**src/rtl/hilbert_pkg.sv**
```systemverilog
`default_nettype none
// ============================================================================
// Package     : hilbert_pkg
// Description : Shared constants, FSM state encoding and arctangent table
//               for the CORDIC phase-difference stage (9Q10 radians).
// Revision    : 1.0 - initial release
// ============================================================================
package hilbert_pkg;

    localparam int PHASE_W    = 19;
    localparam int PHASE_FRAC = 10;
    localparam int Z_W        = 20;
    localparam int ATAN_W     = 12;
    localparam int ATAN_N     = 12;

    localparam int PI_Q10     = 3217;
    localparam int TWO_PI_Q10 = 6434;

    localparam logic signed [Z_W-1:0] PI_Z      = 20'sd3217;
    localparam logic signed [Z_W-1:0] NEG_PI_Z  = -20'sd3217;
    localparam logic signed [Z_W-1:0] TWO_PI_Z  = 20'sd6434;

    // round(atan(2^-k) * 1024), element k at index k
    localparam logic [ATAN_N-1:0][ATAN_W-1:0] ATAN_Q10 = {
        12'd1,   12'd1,   12'd2,   12'd4,
        12'd8,   12'd16,  12'd32,  12'd64,
        12'd127, 12'd251, 12'd475, 12'd804
    };

    typedef enum logic [1:0] {
        ST_IDLE   = 2'd0,
        ST_PREROT = 2'd1,
        ST_ITER   = 2'd2,
        ST_DIFF   = 2'd3
    } state_t;

    // Single +/-2*pi correction; callers guarantee the input is within 3*pi.
    function automatic logic signed [Z_W-1:0] wrap_pi(input logic signed [Z_W-1:0] v);
        if (v > PI_Z)
            return v - TWO_PI_Z;
        else if (v < NEG_PI_Z)
            return v + TWO_PI_Z;
        else
            return v;
    endfunction

endpackage
`default_nettype wire

```
**src/rtl/cordic_atan_lut.sv**
```systemverilog
`default_nettype none
// ============================================================================
// Module      : cordic_atan_lut
// Description : Combinational ROM, iteration index -> atan(2^-k) in 9Q10.
// Revision    : 1.0 - initial release
// ============================================================================
module cordic_atan_lut
    import hilbert_pkg::*;
(
    input  logic [3:0]               k,
    output logic signed [ATAN_W-1:0] atan
);

    always_comb begin
        atan = '0;
        if (k < 4'(ATAN_N))
            atan = ATAN_Q10[k];
    end

endmodule
`default_nettype wire

```
**src/rtl/cordic_phase_diff.sv**
```systemverilog
`default_nettype none
// ============================================================================
// Module      : cordic_phase_diff
// Description : Iterative vectoring CORDIC producing the wrapped phase
//               difference of consecutive I/Q samples (9Q10) with a strobe.
//               Optional magnitude port enabled by defining CORDIC_MAG_EN.
// Revision    : 1.0 - initial release
// ============================================================================
module cordic_phase_diff
    import hilbert_pkg::*;
#(
    parameter int IN_W  = 16,
    parameter int ITERS = 11,
    parameter int GUARD = 2
) (
    input  logic                      clock,
    input  logic                      reset,
    input  logic                      in_valid,
    input  logic signed [IN_W-1:0]    in_i,
    input  logic signed [IN_W-1:0]    in_q,
    output logic                      in_ready,
    output logic signed [PHASE_W-1:0] phase,
    output logic                      sample
`ifdef CORDIC_MAG_EN
    ,
    output logic [IN_W+GUARD-1:0]     mag
`endif
);

    localparam int XW = IN_W + GUARD;

    state_t                  r_state;
    state_t                  w_state_nxt;
    logic [3:0]              r_k;
    logic signed [XW-1:0]    r_x;
    logic signed [XW-1:0]    r_y;
    logic signed [Z_W-1:0]   r_z;
    logic signed [Z_W-1:0]   r_prev_z;
    logic                    r_primed;
    logic                    r_zero;

    logic signed [XW-1:0]      w_xs;
    logic signed [XW-1:0]      w_ys;
    logic signed [ATAN_W-1:0]  w_atan;
    logic signed [Z_W-1:0]     w_atan_z;
    logic signed [Z_W-1:0]     w_z_fin;
    logic signed [Z_W-1:0]     w_d;
    logic signed [PHASE_W-1:0] w_d_wrap;

    cordic_atan_lut u_atan_lut (
        .k    (r_k),
        .atan (w_atan)
    );

    always_ff @(posedge clock) begin
        if (reset)
            r_state <= ST_IDLE;
        else
            r_state <= w_state_nxt;
    end

    always_comb begin
        w_state_nxt = r_state;
        in_ready    = 1'b0;
        case (r_state)
            ST_IDLE: begin
                in_ready = 1'b1;
                if (in_valid)
                    w_state_nxt = ST_PREROT;
            end
            ST_PREROT: w_state_nxt = ST_ITER;
            ST_ITER: begin
                if (r_k == 4'(ITERS - 1))
                    w_state_nxt = ST_DIFF;
            end
            ST_DIFF:   w_state_nxt = ST_IDLE;
            default:   w_state_nxt = ST_IDLE;
        endcase
    end

    always_comb begin
        w_xs     = r_x >>> r_k;
        w_ys     = r_y >>> r_k;
        w_atan_z = Z_W'(w_atan);
        // An all-zero vector has no defined angle; treat it as 0 rad.
        w_z_fin  = r_zero ? '0 : wrap_pi(r_z);
        w_d      = w_z_fin - r_prev_z;
        w_d_wrap = PHASE_W'(wrap_pi(w_d));
    end

    always_ff @(posedge clock) begin
        if (reset) begin
            r_k      <= '0;
            r_x      <= '0;
            r_y      <= '0;
            r_z      <= '0;
            r_prev_z <= '0;
            r_primed <= 1'b0;
            r_zero   <= 1'b0;
            phase    <= '0;
            sample   <= 1'b0;
`ifdef CORDIC_MAG_EN
            mag      <= '0;
`endif
        end else begin
            sample <= 1'b0;
            case (r_state)
                ST_IDLE: begin
                    if (in_valid) begin
                        r_x    <= {{GUARD{in_i[IN_W-1]}}, in_i};
                        r_y    <= {{GUARD{in_q[IN_W-1]}}, in_q};
                        r_zero <= (in_i == '0) && (in_q == '0);
                        r_k    <= '0;
                    end
                end
                ST_PREROT: begin
                    // Fold left half-plane into the right so the iterations converge.
                    if (r_x[XW-1]) begin
                        r_x <= -r_x;
                        r_y <= -r_y;
                        r_z <= r_y[XW-1] ? NEG_PI_Z : PI_Z;
                    end else begin
                        r_z <= '0;
                    end
                end
                ST_ITER: begin
                    if (!r_y[XW-1]) begin
                        r_x <= r_x + w_ys;
                        r_y <= r_y - w_xs;
                        r_z <= r_z + w_atan_z;
                    end else begin
                        r_x <= r_x - w_ys;
                        r_y <= r_y + w_xs;
                        r_z <= r_z - w_atan_z;
                    end
                    r_k <= r_k + 4'd1;
                end
                ST_DIFF: begin
                    r_prev_z <= w_z_fin;
                    r_primed <= 1'b1;
                    if (r_primed) begin
                        phase  <= w_d_wrap;
                        sample <= 1'b1;
                    end
`ifdef CORDIC_MAG_EN
                    mag <= r_x;
`endif
                end
                default: ;
            endcase
        end
    end

endmodule
`default_nettype wire

```
**config.mk**
```make
export PLATFORM = sky130hd
export DESIGN_NAME = cordic_phase_diff
export DESIGN_NICKNAME = d
export VERILOG_FILES = /design/src/rtl/hilbert_pkg.sv /design/src/rtl/cordic_atan_lut.sv /design/src/rtl/cordic_phase_diff.sv
export SDC_FILE = /design/constraint.sdc
export NUM_CORES = 1
export LEC_CHECK = 0
export CELL_PAD_IN_SITES_DETAIL_PLACEMENT = 0
export CELL_PAD_IN_SITES_GLOBAL_PLACEMENT = 1
export CORE_ASPECT_RATIO = 0.6
export CORE_MARGIN = 2
export CORE_UTILIZATION = 40
export DETAILED_ROUTE_END_ITERATION = 8
export GPL_TIMING_DRIVEN = 0
export PLACE_DENSITY_LB_ADDON = 0.1
export SLEW_MARGIN = 20
export SYNTH_ARGS = -nofsm -noshare
export SYNTH_HDL_FRONTEND = slang
export SYNTH_HIERARCHICAL = 1
export SYNTH_SLANG_ARGS = --single-unit
```
**constraint.sdc**
```tcl
create_clock -name clock -period 8.1 [get_ports clock]
set_input_delay 0.81 -clock clock [delete_from_list [all_inputs] [get_ports clock]]
set_output_delay 0.81 -clock clock [all_outputs]
set_load 0.01 [all_outputs]
```
==> impl_metrics.yaml <==
critical_path:
  setup.worst_path.class: "reg2reg"
  critical_path.top_delay_family: "compound AO/OA/AOI/OAI gates"
  required_ps: 8420
  cpPeakStageDelay_ps: 710
  cpMostUsedCell: "o21ai_0"
  worst_setup_path_start_kind: "register"
  crit_chain: "buf_1, clkbuf_1, mux4_2, mux4_2, inv_1, ha_1, mux2_2, ha_1, a21o_1, a21oi_1, o21ai_0, o21ai_0, o21ai_0, a41oi_1, nor2b_1, xnor2_1, nand2_1, a311o_1, a21oi_1"
  path_depth: 19
  crit_path_end_kind: "register"
  r2r_slack_ps: 1190
  cp_max_fo: 10
  reg2regPathDepth: 19
  crit_arrival_ps: 7240
  cp.buffers_inverters: 3
  worst_path_max_delay_cell: "o21ai_0"
floorplanning:
  dieArea_um2: 33500
  ios: 56
  start_util_pct: 40.9
  rows: 50
  die_h_um: 143
  die_width_um: 235
  coreArea_um2: 31300
final_layout:
  regArea_um2: 2080
  layout.nets: 1902
  drive_gt1_share_pct: 6.54
  diodes: 0
  fillers: 3247
  final_area_um2: 14200
  area_growth_pct: 11.0
  multi_input_area_um2: 9960
detailed_routing:
  drc: 0
  wire_per_inst_um: 22.3
  drt_first_iter_violations: 1567
  postRouteAntennaNets: 0
  drtPass1Iterations: 5
  wl_um: 48700
  vias_per_cell: 6.06
  dr_total_vias: 13281
global_route:
  grt_pass1_wl_um: 74200
  grt_pass1_vias: 11828
  gr-total-overflow: 0
  grt.total_usage_pct: 29.0
  grt_max_degree: 19
  antenna_found_initial: 1
worst_hold_path:
  hold_depth: 2
  hp-class: "reg2reg"
sta:
  setup_ws_ps: 1190
  min_period_ps: 6910
  skew_ps: 18.8
  worst_pin_slew_ps: 1040
  setup_viol: 0
  drv_slew: 0
  grt_setup_unrepaired: "no"
  max_freq_mhz: 145
  tns_ps: 0
  timing.final.crit_share_pct: 85.4
  hold_viol_final: 0
  relSlewSlack_pct: 31.0
synthesis:
  postSynth.asyncResetShare_pct: 0
  synth_cells: 1703
  ys_ff_latch: 104
  ys_top_cells_by_area: "dfxtp_1, ha_1, xnor2_1"
  synth_edf_count: 0
  synth_ff_type: "dfxtp_1"
  yosys.area.top_type_share_pct: 16.2
  yosysUniqueCellTypes: 99
  synth_largest_area_cell: "dfxtp_1"
  ys_seq_area_share_pct: 16.2
  ys.warnings.count: 6
  syn_area_um2: 12800
  syn_avg_cell_area_um2: 7.52
clocking:
  path_clk_slew_ps: 90
  cts_setup_buffers: 0
  cts_hold_buffers: 0
  cts.sinks: 104
  root_buffer: "clkbuf_16"
  postCtsResizedCells: 0
  insertion_delay_ps: 400
  cts_tree: "built"
  numCtsBuffers: 9
  cts_max_level: 3
  clk_path_buf_depth: 2
placed_design:
  numPortBuffers: 54
  preCtsSetupSlack_ps: 1490
  globalplace.congestion: 1.06
  placed_area_um2: 13900
  dp_hpwl_um: 39200
job:
  drv_cap: 0
run_status:
  status: "completed"
-- final timing paths --
check	endpoint	start
worst max register to register	r_y[15]$_SDFFE_PP0P_	r_k[1]$_SDFFE_PP0P_
worst min-delay path	phase[3]$_SDFFE_PP0P_	phase[3]$_SDFFE_PP0P_
worst min register to register	phase[3]$_SDFFE_PP0P_	phase[3]$_SDFFE_PP0P_
worst max-delay path	r_y[15]$_SDFFE_PP0P_	r_k[1]$_SDFFE_PP0P_
-- placed cells by master, fill, tap and decap left out, types with 22 or more instances in the layout --
master / count
nor2_1: 227
a21oi_1: 142
nand2_1: 119
dfxtp_1: 104
xnor2_1: 98
ha_1: 94
clkbuf_1: 79
inv_1: 78
o21ai_0: 71
nor3_1: 61
clkdlybuf4s50_1: 54
xor2_1: 50
nand3_1: 43
mux2i_1: 41
a211oi_1: 34
mux4_2: 34
a31oi_1: 30
nand2b_1: 23
nor4_1: 22
-- cell families (layout without fill, tap and decap cells) --
kind of cell / count (synthesis) / after routing / synth area share [%]
adder cells (fa/ha/maj): 98 / 98 / 9.80
buffers and inverters: 194 / 264 / 6.17
multiplexers: 97 / 97 / 12.0
AND/OR/NAND/NOR: 600 / 600 / 22.2
AO/OA/AOI/OAI: 458 / 458 / 23.1
flip-flops: 104 / 104 / 16.2
other: 1 / 2 / 0.0293
XOR/XNOR: 151 / 151 / 10.5
-- final cells by class --
type / count / area share, %
inverters: 82 / 2.16
repair buffers: 54 / 3.80
flip-flops and latches: 104 / 14.6
plain buffers: 112 / 3.40
multi-input cells: 1406 / 70.0
well taps: 416 / 3.66
clock inverters: 6 / 0.704
clock buffers: 10 / 1.61
-- sequential cells by signal, indices dropped and copies added (netlist names) --
name      cells
phase        19
r_k           4
r_prev_z     20
r_primed      1
r_state       2
r_x          18
r_y          18
r_z          20
r_zero        1
sample        1
-- Yosys cell counts, types with 20 or more instances --
cell type  number
mux2i_1        41
clkbuf_1       78
nor3_1         61
inv_1          78
nand3_1        43
nor4_1         22
xnor2_1        98
ha_1           94
nand2_1       119
or3_1          20
mux4_2         34
a31oi_1        30
nor2_1        227
a211oi_1       35
nand2b_1       23
o21ai_0        71
buf_1          20
a21oi_1       142
a21o_1         20
xor2_1         50
dfxtp_1       104
-- stage by stage --
| stage | hold slack, ps | utilization [%] | std cells |
|---|---|---|---|
| floorplan | 454 | - | 1704 |
| global placement | 436 | 44.3 | 2174 |
| detailed placement | 440 | 44.3 | 2174 |
| CTS | 450 | 45.4 | 2190 |
| global route | 466 | 45.4 | 2190 |
| finish | 445 | 45.4 | 2190 |
-- worst reg2reg max path: stages (launching register included) --
cell,delay [ps]
dfxtp_1,630
buf_1,610
clkbuf_1,650
mux4_2,540
mux4_2,530
inv_1,80
ha_1,220
mux2_2,270
ha_1,270
a21o_1,170
a21oi_1,240
o21ai_0,230
o21ai_0,710
o21ai_0,380
a41oi_1,360
nor2b_1,190
xnor2_1,130
nand2_1,100
a311o_1,410
a21oi_1,140
-- metal layers --
metal / routed length (um) / track usage [%] / share of wire [%]
met1: 26100 / 47.4 / 53
met2: 16600 / 34.9 / 34
met3: 5580 / 9.88 / 11
met4: 463 / 4.16 / 0.95
met5: 62 / 1.44 / 0.13
Power is left out: the tool's default activity adds up to more than one toggle a clock period on the data nets, which glitch-free logic cannot reach.
